### config.mk
export PLATFORM = sky130hd
export DESIGN_NAME = cycle_window_profiler
export DESIGN_NICKNAME = d
export VERILOG_FILES = /design/src/rtl/cycle_window_profiler.sv
export SDC_FILE = /design/constraint.sdc
export NUM_CORES = 1
export LEC_CHECK = 0
export CORE_AREA = 2 2 136 237
export CTS_CLUSTER_SIZE = 30
export DETAILED_ROUTE_END_ITERATION = 8
export DIE_AREA = 0 0 138 239
export GPL_TIMING_DRIVEN = 0
export PLACE_DENSITY_LB_ADDON = 0.15
export REMOVE_ABC_BUFFERS = 1
export SLEW_MARGIN = 10
export SYNTH_ARGS = -nofsm -noshare
export SYNTH_HDL_FRONTEND = slang
export SYNTH_SLANG_ARGS = --single-unit
### constraint.sdc
create_clock -name clk -period 5.5 [get_ports clk]
set_input_delay 1.1 -clock clk [delete_from_list [all_inputs] [get_ports clk]]
set_output_delay 1.1 -clock clk [all_outputs]
set_load 0.02 [all_outputs]
### src/rtl/cycle_window_profiler.sv
// cycle_window_profiler: measures start/stop cycle windows, queues {elapsed, retired, tag} records in a show-ahead FIFO.
// Optional min/max elapsed tracking is enabled by defining CYCLE_WINDOW_PROFILER_MINMAX_EN.
module cycle_window_profiler #(
  parameter int DEPTH = 4,
  parameter int TAG_W = 4
) (
  input  logic                    clk,
  input  logic                    rst,
  input  logic [31:0]             count_i,
  input  logic                    start_i,
  input  logic                    stop_i,
  input  logic                    retire_i,
  output logic                    busy_o,
  output logic                    rec_valid_o,
  input  logic                    rec_ready_i,
  output logic [31:0]             rec_elapsed_o,
  output logic [31:0]             rec_retired_o,
  output logic [TAG_W-1:0]        rec_tag_o,
  output logic [$clog2(DEPTH):0]  level_o,
`ifdef CYCLE_WINDOW_PROFILER_MINMAX_EN
  input  logic                    minmax_clr_i,
  output logic [31:0]             min_elapsed_o,
  output logic [31:0]             max_elapsed_o,
`endif
  output logic [7:0]              drop_cnt_o
);
  localparam int AW = $clog2(DEPTH);
  localparam logic [AW:0] FULL = DEPTH[AW:0];
  typedef enum logic {IDLE, RUN} state_t;
  state_t state, nxt;
  logic [31:0] start_ts, ret_cnt, ret_sum, elapsed;
  logic [TAG_W-1:0] next_tag;
  logic [AW-1:0] wr_ptr, rd_ptr;
  logic [31:0] mem_el [DEPTH];
  logic [31:0] mem_rt [DEPTH];
  logic [TAG_W-1:0] mem_tag [DEPTH];
  logic close, pop, push, drop;
  // window state register
  always_ff @(posedge clk or posedge rst)
    if (rst) state <= IDLE;
    else state <= nxt;
  // start opens or restarts a window; a lone stop closes it
  always_comb nxt = (state == IDLE) ? (start_i ? RUN : IDLE) : ((stop_i && !start_i) ? IDLE : RUN);
  // busy reflects the open window
  always_comb busy_o = (state == RUN);
  // close arithmetic and FIFO handshake; a full FIFO still accepts when the head leaves this cycle
  always_comb begin
    close = (state == RUN) && stop_i;
    ret_sum = (&ret_cnt) ? ret_cnt : ret_cnt + 32'(retire_i);
    elapsed = count_i - start_ts;
    pop = rec_valid_o && rec_ready_i;
    push = close && (level_o != FULL || pop);
    drop = close && level_o == FULL && !pop;
  end
  // window timestamp and saturating retire count; the start-cycle retire is not counted
  always_ff @(posedge clk or posedge rst)
    if (rst) begin
      start_ts <= '0;
      ret_cnt <= '0;
    end else if (start_i) begin
      start_ts <= count_i;
      ret_cnt <= '0;
    end else if (state == RUN) ret_cnt <= ret_sum;
  // FIFO pointers, occupancy, tag sequence and saturating drop count
  always_ff @(posedge clk or posedge rst)
    if (rst) begin
      wr_ptr <= '0;
      rd_ptr <= '0;
      level_o <= '0;
      next_tag <= '0;
      drop_cnt_o <= '0;
    end else begin
      wr_ptr <= wr_ptr + AW'(push);
      rd_ptr <= rd_ptr + AW'(pop);
      level_o <= level_o + (AW+1)'(push) - (AW+1)'(pop);
      next_tag <= next_tag + TAG_W'(push);
      if (drop && !(&drop_cnt_o)) drop_cnt_o <= drop_cnt_o + 8'd1;
    end
  // record storage; contents are masked by rec_valid_o so no reset is needed
  always_ff @(posedge clk)
    if (push) begin
      mem_el[wr_ptr] <= elapsed;
      mem_rt[wr_ptr] <= ret_sum;
      mem_tag[wr_ptr] <= next_tag;
    end
  // show-ahead head, forced to zero when empty
  always_comb begin
    rec_valid_o = (level_o != '0);
    rec_elapsed_o = rec_valid_o ? mem_el[rd_ptr] : '0;
    rec_retired_o = rec_valid_o ? mem_rt[rd_ptr] : '0;
    rec_tag_o = rec_valid_o ? mem_tag[rd_ptr] : '0;
  end
`ifdef CYCLE_WINDOW_PROFILER_MINMAX_EN
  // extremes over every closed window, dropped ones included; clear beats a same-cycle close
  always_ff @(posedge clk or posedge rst)
    if (rst || minmax_clr_i) begin
      min_elapsed_o <= '1;
      max_elapsed_o <= '0;
    end else if (close) begin
      if (elapsed < min_elapsed_o) min_elapsed_o <= elapsed;
      if (elapsed > max_elapsed_o) max_elapsed_o <= elapsed;
    end
`endif
endmodule
==> results by group <==
Clocking
  – CTS tree: built
  – CTS-repair resized insts: 0
  – Worst-Skew Late Latency: 0.56 ns
  – Hold buffers post-CTS: 0
  – Max clock buf depth: 3
  – Root Buffer: clkbuf_16
  – CTS Buf Count: 30
  – CTS clock-pin slew for the worst setup and hold paths: 0.07 ns
  – Post-CTS Repair Setup Buffers: 0
  – Number of clock sinks: 356
  – H-tree depth: 1

Cells and area
  – Fraction of layout cells with a size suffix above 1: 0.129
  – Layout Utilization: 0.611
  – Layout fillers: 2,435
  – Commonest cells after routing, fill and taps aside: edfxtp_1 (272), clkdlybuf4s50_1 (117), nand2_1 (84), dfrtp_1 (82), and2_1 (71)
  – Area delta synth->final: 17.3%
  – Multi-input logic area: 5560 um2
  – Most common cell after layout, fill and taps aside: edfxtp_1
  – Antenna diodes: 0
  – Post-layout net count: 1,327
  – Seq. cell area: 10,300 um2
  – Final non-filler cell total: 1,667

Floorplanning
  – DIE AREA: 33,000 um2
  – Die Y: 239 um
  – Core ar.: 31,200 um2
  – Die width: 138 um
  – IO Pins: 119
  – # rows: 86
  – Starting Density: 0.520

Yosys
  – Gate Count Post-Synth: 1,136
  – Syn avg cell area: 14.3 um2
  – EDFF count, synth: 272
  – YS warnings: 0
  – Primary FF master, synth: edfxtp_1
  – Count of cell types in the netlist: 63
  – Register area share after synthesis: 0.632
  – FF+latch count, synth: 356
  – Post-synth ARST share: 0.236
  – Cell Area, Synth: 16,200 um2

Critical path
  – R2R cell count: 10
  – Critical Path End Type: flip-flop
  – Crit-path max FO: 4
  – Slowest CP cell: o31ai_1
  – Worst path cell trace: clkdlybuf4s50_1 > inv_1 > ha_1 > fa_1 > nor2b_1 > o21bai_1 > a21boi_1 > nor4b_1 > o31ai_1 > a41o_1 > a41oi_1 > xnor2_1
  – Worst Path Class, Setup: in2reg
  – Max incr delay on CP: 0.54 ns
  – Critical Path RT: 5.84 ns
  – CP Launch Type: input pin
  – Critical path arrival: 4.39 ns

Place
  – Placer Congestion: 0.865
  – Final HPWL DP: 21.6 mm
  – Post-Place Setup Slack: 0.859 ns
  – Placed cell count: 1,611
  – Port bufs: 118

Routing
  – Total vias in the final route: 9,219
  – Post-route ant nets: 0
  – Pre-Repair DR Iteration Count: 5
  – Vias per Instance: 5.53
  – Drc violations: 0
  – Final WL: 30.9 mm
  – DRT iter0 DRCs: 396
  – Drt wl/cell: 18.5 um

Global routing
  – Pin count of the biggest net entering global routing: 63
  – First-pass GRT wire length: 50.0 mm
  – Initial antenna violation count: 0
  – GRT Overall Usage: 0.191
  – Vias in the first global route: 9,594
  – Grt ovf: 0

Timing
  – Final min period: 4.05 ns
  – Unrepaired setup endpoints after global routing: false
  – Final setup viols: 0
  – Crit share post-route: 0.736
  – Worst Skew: 0.0145 ns
  – FMAX: 0.247 GHz
  – Final setup margin: 1.45 ns
  – Pins over their slew limit: 0
  – Slew HR: 0.432
  – Endpoints failing hold: 0
  – Worst Max-Slew Pin Slew: 0.850 ns

Power and ir drop
  – Combinational fraction of design power: 0.367
  – Internal power: 6.24 mW
  – Net Sw Power: 2.79 mW
  – Pwr/cell area: 474 nW/um2
  – Leakage: 6.97 nW
  – Maximum vdd ir drop: 302 uV
  – Reg power frac: 0.398
  – Sw Ratio: 0.308
  – Clock power frac: 0.236

Flow run
  – Max cap viols: 0

Min path
  – Hold path depth: 1
  – Worst hold path type: reg2reg

Run status
  – Status: finished, final reports clean
-- worst paths after layout --
check	start	end	slack (ns)
max	count_i[0]	mem_el[0][30]	1.45
min	start_ts[0]	start_ts[0]	0.52
max reg2reg	start_ts[0]	mem_el[0][30]	2.15
min reg2reg	start_ts[0]	start_ts[0]	0.52
max in group asynchronous	rst	ret_cnt[28]	3.90
min in group asynchronous	rst	drop_cnt_o[2]	0.94
-- registers in the layout, summed over array words and instances, names as in the netlist --
name        count
next_tag        4
level_o         3
start_ts       32
ret_cnt        32
wr_ptr          2
busy_o          1
mem_rt        128
mem_tag        16
rd_ptr          2
drop_cnt_o      8
mem_el        128
-- per-stage QoR --
| step | hold slack (ns) | power [mW] | cell area, um2 | setup TNS [ns] |
|---|---|---|---|---|
| global placement | 0.495 | 7.03 | 17700 | -774.45 |
| finish | 0.521 | 9.03 | 19100 | 0 |
| floorplan | 0.482 | 5.64 | 16000 | -72.43 |
| global route | 0.532 | 9.46 | 19100 | 0 |
| CTS | 0.522 | 9.17 | 19100 | 0 |
| detailed placement | 0.502 | 7.03 | 18100 | 0 |
-- per-layer routing --
metal  track usage  part of all wire  vias to the layer above
met4        0.0699             0.032                        0
met5             0                 0                        -
met2         0.377              0.57                      161
met1         0.209              0.37                     4604
li1              -                 -                     4397
met3        0.0190             0.027                       57
-- power by group through the flow --
| stage | clock, mW | sequential, mW | combinational (mW) |
|---|---|---|---|
| global route | 2.27 | 3.63 | 3.55 |
| finish | 2.13 | 3.59 | 3.31 |
| detailed placement | 0 | 3.66 | 3.37 |
| global placement | 0 | 3.88 | 3.15 |
| floorplan | 0 | 3.75 | 1.89 |
| CTS | 2.18 | 3.60 | 3.38 |
-- cell families (layout without fill, tap and decap cells) --
logic type / after synthesis / count (layout) / share of synthesized area
buffers and inverters: 106 / 241 / 0.0269
adder cells (fa/ha/maj): 42 / 42 / 0.0333
AO/OA/AOI/OAI: 134 / 134 / 0.0527
XOR/XNOR: 95 / 95 / 0.0512
AND/OR/NAND/NOR: 330 / 330 / 0.106
multiplexers: 73 / 73 / 0.0976
flip-flops: 356 / 356 / 0.632
-- area by class of cell --
| cell class | instances | share of cell area |
|---|---|---|
| Multi-Input combinational cell | 674 | 0.292 |
| Clock buffer | 40 | 0.0451 |
| Timing Repair Buffer | 138 | 0.0809 |
| Sequential cell | 356 | 0.539 |
| Inverter | 47 | 0.00939 |
| Tap cell | 396 | 0.0260 |
| Clock inverter | 16 | 0.00755 |
-- Yosys cell counts (all sizes together), types with 3 or more instances --
master / number / area share
a21o: 18 / 0.0083
edfxtp: 272 / 0.50
and3: 14 / 0.0054
mux4: 68 / 0.094
and4: 5 / 0.0029
nor2b: 9 / 0.0035
nor4: 4 / 0.0015
xnor2: 52 / 0.028
a21oi: 28 / 0.0086
or2: 3 / 0.0012
clkbuf: 38 / 0.0088
xor2: 43 / 0.023
and2: 72 / 0.028
inv: 47 / 0.011
nand2b: 7 / 0.0027
nand4: 23 / 0.010
nand2: 84 / 0.019
dfrtp: 84 / 0.13
o21a: 7 / 0.0032
or3: 6 / 0.0023
a31oi: 4 / 0.0015
nor2: 59 / 0.014
buf: 21 / 0.0072
o21bai: 5 / 0.0023
o31ai: 4 / 0.0022
nor3: 5 / 0.0018
nor3b: 3 / 0.0014
ha: 40 / 0.031
o21ai: 48 / 0.015
a2111oi: 3 / 0.0020
nand3: 32 / 0.010
mux2: 3 / 0.0021
-- critical path: cells and delay by family --
kind	cells	cell delay, ns
AO/OA/AOI/OAI	5	1.47
XOR/XNOR	1	0.33
adder cells (fa/ha/maj)	2	0.64
buffers and inverters	2	0.53
AND/OR/NAND/NOR	2	0.31
(Power assumes the default switching activity.)
